`src/rtl/fetch_align_ctrl.sv`:
```
// ---------------------------------------------------------------------------
// fetch_align_ctrl
//
// Instruction-fetch sequencer for the RV32IMC core. Generates word addresses
// into a word-organised instruction memory (combinational read), splits the
// returned word stream into 16-bit (RVC) and 32-bit instructions, carries a
// straddling upper halfword across word boundaries, and presents one aligned
// instruction per valid/ready handshake to decode. Redirects flush everything
// in flight and restart at the new PC.
//
// Parameters:
//   ADDR_W    word-address width of instruction memory (index wraps mod 2^ADDR_W)
//   RESET_PC  byte PC after reset (bit 0 ignored)
//
// Ports:
//   clk, rst_n            clock (rising edge), synchronous active-low reset
//   imem_addr  [ADDR_W]   word address, combinational from internal state
//   imem_rdata [32]       word read data, valid in the same cycle
//   redirect_valid/_pc    flush and restart fetch at redirect_pc (bit 0 forced 0)
//   out_valid/out_ready   handshake to decode
//   out_instr  [32]       instruction; RVC zero-extended in [15:0]
//   out_pc     [32]       byte PC of out_instr
//   out_is_c              1 = 16-bit instruction
//
// Optional feature (macro FETCH_PERF_EN):
//   perf_instr_cnt  [32]  handshakes to decode (wraps)
//   perf_bubble_cnt [32]  cycles with no valid output and no redirect (wraps)
// ---------------------------------------------------------------------------
module fetch_align_ctrl #(
  parameter int unsigned ADDR_W   = 6,
  parameter logic [31:0] RESET_PC = 32'h0000_0000
) (
  input  logic              clk,
  input  logic              rst_n,
  output logic [ADDR_W-1:0] imem_addr,
  input  logic [31:0]       imem_rdata,
  input  logic              redirect_valid,
  input  logic [31:0]       redirect_pc,
  output logic              out_valid,
  input  logic              out_ready,
  output logic [31:0]       out_instr,
  output logic [31:0]       out_pc,
  output logic              out_is_c
`ifdef FETCH_PERF_EN
  ,
  output logic [31:0]       perf_instr_cnt,
  output logic [31:0]       perf_bubble_cnt
`endif
);

  // FILL: pc is misaligned and the halfword it points at has not been read yet.
  typedef enum logic {FETCH, FILL} state_e;

  state_e      state_q, state_d;
  logic [31:0] pc_q, pc_d;
  logic        hold_valid_q, hold_valid_d;
  logic [15:0] hold_q, hold_d;
  logic        out_valid_d;
  logic [31:0] out_instr_d;
  logic [31:0] out_pc_d;
  logic        out_is_c_d;
  logic        adv;
  logic [ADDR_W-1:0] word_idx;

  assign word_idx = pc_q[ADDR_W+1:2];

  // Move forward only when decode can take a new instruction and no flush is
  // pending; a stalled output must stay stable.
  assign adv = !redirect_valid && (!out_valid || out_ready);

  // With the lower half of a straddling instruction already held, the word
  // that completes it is the next one (index wraps with the memory size).
  assign imem_addr = (state_q == FETCH && pc_q[1] && hold_valid_q)
                   ? word_idx + ADDR_W'(1)
                   : word_idx;

  always_comb begin
    // NOTE: every signal written here gets a default first; a path that
    // skipped one would infer a latch.
    state_d      = state_q;
    pc_d         = pc_q;
    hold_valid_d = hold_valid_q;
    hold_d       = hold_q;
    out_valid_d  = out_valid;
    out_instr_d  = out_instr;
    out_pc_d     = out_pc;
    out_is_c_d   = out_is_c;

    if (redirect_valid) begin
      // Any instruction handshaken this cycle is consumed; nothing new loads.
      pc_d         = {redirect_pc[31:1], 1'b0};
      hold_valid_d = 1'b0;
      out_valid_d  = 1'b0;
    end else if (adv) begin
      out_valid_d = 1'b0;
      case (state_q)
        FILL: begin
          // Bubble: capture the upper half that pc points at.
          hold_d       = imem_rdata[31:16];
          hold_valid_d = 1'b1;
        end
        FETCH: begin
          out_valid_d = 1'b1;
          out_pc_d    = pc_q;
          if (!pc_q[1]) begin
            if (imem_rdata[1:0] != 2'b11) begin
              out_instr_d  = {16'h0000, imem_rdata[15:0]};
              out_is_c_d   = 1'b1;
              pc_d         = pc_q + 32'd2;
              hold_d       = imem_rdata[31:16];
              hold_valid_d = 1'b1;
            end else begin
              out_instr_d  = imem_rdata;
              out_is_c_d   = 1'b0;
              pc_d         = pc_q + 32'd4;
              hold_valid_d = 1'b0;
            end
          end else begin
            // Misaligned: the held halfword is the start of this instruction.
            if (hold_q[1:0] != 2'b11) begin
              out_instr_d  = {16'h0000, hold_q};
              out_is_c_d   = 1'b1;
              pc_d         = pc_q + 32'd2;
              hold_valid_d = 1'b0;
            end else begin
              out_instr_d  = {imem_rdata[15:0], hold_q};
              out_is_c_d   = 1'b0;
              pc_d         = pc_q + 32'd4;
              hold_d       = imem_rdata[31:16];
              hold_valid_d = 1'b1;
            end
          end
        end
        default: ;
      endcase
    end

    if (redirect_valid || adv) begin
      state_d = (pc_d[1] && !hold_valid_d) ? FILL : FETCH;
    end
  end

  // NOTE: state registers use non-blocking assignments so every flop samples
  // the pre-edge values regardless of statement order.
  always_ff @(posedge clk) begin
    if (!rst_n) begin
      state_q      <= RESET_PC[1] ? FILL : FETCH;
      pc_q         <= {RESET_PC[31:1], 1'b0};
      hold_valid_q <= 1'b0;
      hold_q       <= 16'h0000;
      out_valid    <= 1'b0;
      out_instr    <= 32'h0000_0000;
      out_pc       <= 32'h0000_0000;
      out_is_c     <= 1'b0;
    end else begin
      state_q      <= state_d;
      pc_q         <= pc_d;
      hold_valid_q <= hold_valid_d;
      hold_q       <= hold_d;
      out_valid    <= out_valid_d;
      out_instr    <= out_instr_d;
      out_pc       <= out_pc_d;
      out_is_c     <= out_is_c_d;
    end
  end

`ifdef FETCH_PERF_EN
  always_ff @(posedge clk) begin
    if (!rst_n) begin
      perf_instr_cnt  <= 32'd0;
      perf_bubble_cnt <= 32'd0;
    end else begin
      if (out_valid && out_ready) begin
        perf_instr_cnt <= perf_instr_cnt + 32'd1;
      end
      if (!out_valid && !redirect_valid) begin
        perf_bubble_cnt <= perf_bubble_cnt + 32'd1;
      end
    end
  end
`endif

endmodule
```
`config.mk`:
```
export PLATFORM = sky130hd
export DESIGN_NAME = fetch_align_ctrl
export DESIGN_NICKNAME = d
export VERILOG_FILES = /design/src/rtl/fetch_align_ctrl.sv
export SDC_FILE = /design/constraint.sdc
export NUM_CORES = 1
export LEC_CHECK = 0
export ABC_AREA = 1
export ABC_CLOCK_PERIOD_IN_PS = 2080
export CAP_MARGIN = 10
export CELL_PAD_IN_SITES_DETAIL_PLACEMENT = 0
export CELL_PAD_IN_SITES_GLOBAL_PLACEMENT = 1
export CORE_UTILIZATION = 35
export DETAILED_ROUTE_END_ITERATION = 16
export PLACE_DENSITY_LB_ADDON = 0.1
export RECOVER_POWER = 50
export SYNTH_ARGS = -nofsm -noshare
export SYNTH_HDL_FRONTEND = slang
export SYNTH_SLANG_ARGS = --single-unit
```
`constraint.sdc`:
```
create_clock -name clk -period 2.08 [get_ports clk]
set_clock_uncertainty 0.1 [all_clocks]
set_input_delay 0.416 -clock clk [delete_from_list [all_inputs] [get_ports clk]]
set_output_delay 0.416 -clock clk [all_outputs]
set_load 0.02 [all_outputs]
```
==> results.sh <==
export IMPL_die_w_um=129
export IMPL_cts_htree_levels=4
export IMPL_max_cap_violations=0
export IMPL_slowest_stage="dfxtp_2"
export IMPL_yosys_area_share_adder_pct=0.446
export IMPL_fin_crit_sh_pct=97.1
export IMPL_synth_avg_cell_area_sq_um=6.84
export IMPL_drt_total_wl_mm=18.6
export IMPL_antennaDiodeCount=0
export IMPL_synthToLayoutAreaGrowth_pct=49.4
export IMPL_wire_per_inst_um=15.1
export IMPL_synth_top_family_by_area="simple AND/OR/NAND/NOR gates"
export IMPL_core_area_sq_mm=0.0154
export IMPL_arrival_ps=1500
export IMPL_cts_root_buf="clkbuf_16"
export IMPL_clockBufferDepth=2
export IMPL_synth_simple_area_share_pct=28.5
export IMPL_crit_path_max_fanout=5
export IMPL_yosys_register_bits=114
export IMPL_antenna_found_initial=0
export IMPL_rows=45
export IMPL_grt_pass1_vias=5823
export IMPL_dr_pass1_iters=5
export IMPL_cts_buffers=17
export IMPL_hold_path_class="in2reg"
export IMPL_hpwl_mm=13.6
export IMPL_p_total_mw=6.93
export IMPL_ir_worst_vdd_v=0.000560
export IMPL_leakage_nw=3.60
export IMPL_multi_input_area_sq_mm=0.00289
export IMPL_clk_latency_ps=420
export IMPL_netlist_area_sq_mm=0.00562
export IMPL_final_fill_count=1526
export IMPL_yosysUniqueCellTypes=42
export IMPL_synth_flop_cell="dfxtp_1"
export IMPL_synth_xor_area_share_pct=1.09
export IMPL_vias=6129
export IMPL_criticalPathCategory="reg2out"
export IMPL_grt_use_total_pct=23.3
export IMPL_start_kind="flop"
export IMPL_r2r_cells=10
export IMPL_utilization_pct=54.4
export IMPL_hold_viol=0
export IMPL_register_area_sq_mm=0.00229
export IMPL_route_detailed_drc=0
export IMPL_synthCells=821
export IMPL_status="complete, no violations"
export IMPL_critPathTopFamily="flip-flops"
export IMPL_synthMuxAreaShare_pct=0
export IMPL_crit_chain="nand2_1 > nor3_2 > xor2_1 > buf_4"
export IMPL_drive_gt1_share_pct=15.3
export IMPL_hold_depth=3
export IMPL_vias_per_cell=4.98
export IMPL_clock_sink_count=114
export IMPL_worstPathRequired_ps=1560
export IMPL_synth_edf_count=0
export IMPL_route_antenna_remaining_nets=0
export IMPL_design_die_area_sq_mm=0.0166
export IMPL_yosysWarnings=0
export IMPL_gp_congestion=0.886
export IMPL_final_setup_viol_count=0
export IMPL_io_pins=140
export IMPL_fin_nets=1077
export IMPL_setup_ws_ps=60.8
export IMPL_async_flop_share_pct=0
export IMPL_crit_path_end_kind="primary output"
export IMPL_post_place_ws_ps=-227
export IMPL_cts_clk_slew_worst_paths_ps=60
export IMPL_post_cts_buffers=0
export IMPL_synth_compound_area_share_pct=20.7
export IMPL_grt_pass1_wl_mm=29.6
export IMPL_grt_ovfl_total=0
export IMPL_ys_seq_area_share_pct=40.6
export IMPL_fmax_ghz=0.495
export IMPL_start_util_pct=36.4
export IMPL_first_iter_violations=334
export IMPL_die_h_um=129
export IMPL_grt_max_degree=54
export IMPL_cp_num_buf_inv=1
export IMPL_max_stage_delay_ps=410
export IMPL_placement_io_buffers=137
export IMPL_cts_tree="yes"
export IMPL_holdWs_ps=287
export IMPL_placed_cells=1199
export IMPL_rsz0062_at_grt="true"
export IMPL_finalMaxSlewViolations=0
export IMPL_powerDensity_mw_per_mm2=826
export IMPL_finalNonFillerCells=1231
export IMPL_layout_min_cycle_time_ps=2020
export IMPL_cp_num_cells=4
export IMPL_synth_fp_nets=891
## worst reg2reg max path, stage by stage (launching register included)
cell and delay [ps]:
dfxtp_2 330, buf_4 120, buf_4 140, ha_1 190
nand3_2 130, o21ai_4 180, nand2_4 100, nor2_2 210
nand4_1 110, nand2_1 90, a21oi_2 50
## where the power goes
part	leakage (nW)	switching, mW	total (mW)	internal, mW
clock network	0.319	1.05	3.29	2.25
registers	0.942	0.119	2.47	2.35
logic	2.33	0.636	1.16	0.529
## cells by family after synthesis
| group | count (synthesis) |
|---|---|
| and+or+nand+nor | 371 |
| AOI/OAI and AO/OA | 208 |
| adders and majority gates | 2 |
| xor gates and xnor gates | 7 |
| DFF | 114 |
| other | 1 |
| buffers and inverters | 118 |
## state kept, by name, summed over array words and instances, names as in the netlist
| register | flops |
|---|---|
| out_instr | 32 |
| out_pc | 31 |
| pc_q | 31 |
| hold_q | 16 |
| hold_valid_q | 1 |
| out_is_c | 1 |
| out_valid | 1 |
| state_q | 1 |
## Yosys cell counts, types with 2 or more instances
library cell / number / area share (%)
a21oi_1: 76 / 6.8
a21oi_2: 2 / 0.31
a22oi_1: 3 / 0.40
a31oi_1: 29 / 3.2
buf_2: 15 / 1.3
buf_4: 6 / 0.80
clkbuf_1: 25 / 1.7
clkinv_1: 2 / 0.13
dfxtp_1: 114 / 41
ha_1: 2 / 0.45
inv_1: 63 / 4.2
inv_2: 6 / 0.40
nand2_1: 191 / 13
nand2_2: 7 / 0.78
nand2_4: 3 / 0.60
nand3_1: 35 / 3.1
nand4_1: 14 / 1.6
nor2_1: 100 / 6.7
nor2_2: 4 / 0.45
nor2_4: 6 / 1.2
nor3_1: 5 / 0.45
o21ai_0: 79 / 7.0
o221ai_1: 8 / 1.2
o22ai_1: 3 / 0.33
xnor2_1: 2 / 0.31
xor2_1: 5 / 0.78
## worst paths after layout
kind	from	endpoint	slack [ps]
hold / removal	rst_n	pc_q[15]	290
setup reg to reg	pc_q[2]	pc_q[27]	230
hold reg to reg	out_pc[24]	out_pc[24]	360
setup / recovery	pc_q[4]	imem_addr[4]	60
## cell usage in the layout (no fill, tap or decap), types with 2 or more instances in the layout
master	instances
nor2_2	5
o221ai_1	8
inv_1	62
clkbuf_16	17
clkdlybuf4s50_1	71
o21ai_0	79
a21oi_1	76
a31oi_1	29
inv_2	6
nand3_1	31
clkbuf_8	4
bufinv_16	5
nand3_2	3
buf_2	6
o22ai_1	3
clkinvlp_4	2
nand2_4	3
clkbuf_1	4
nor2_1	100
dfxtp_1	109
a21oi_2	2
clkinv_1	2
a22oi_1	3
xor2_1	4
dlygate4sd3_1	59
nor3_1	4
buf_12	9
nand4_1	15
nand2_1	190
clkinv_2	2
dfxtp_2	5
ha_1	2
nand2_2	8
nand3_4	2
nor2_4	5
xnor2_1	2
buf_4	65
## stage by stage
step | area (sq um) | setup TNS, ps
after floorplan | 5620 | 0
after global placement | 7710 | -14770
after detailed placement | 7710 | -16010
after CTS | 8360 | -2.16
after global routing | 8390 | -397
final | 8390 | 0
## routing by layer
layer	up-vias	track usage, %	wire length (um)
met5	-	0	0
met4	0	9.34	394
met3	28	5.99	1060
met2	188	39.1	8880
met1	2819	28.6	8300
li1	3094	-	-
## cell type report
type | count | share of cell area, %
inverter | 71 | 3.21
multi-input combinational | 589 | 34.4
timing repair buffer | 214 | 24.1
clock inverter | 9 | 2.09
clock buffer | 23 | 5.81
sequential | 114 | 27.3
tap | 211 | 3.15
## timing repair
action / in CTS / in global routing
gates resized for setup: 30 / 18
pin swaps: 0 / 4
hold buffers: 0 / 0
cloned: 0 / 0
setup endpoints to repair: 6 / 15
No activity file was read; power rests on OpenSTA's default activity.
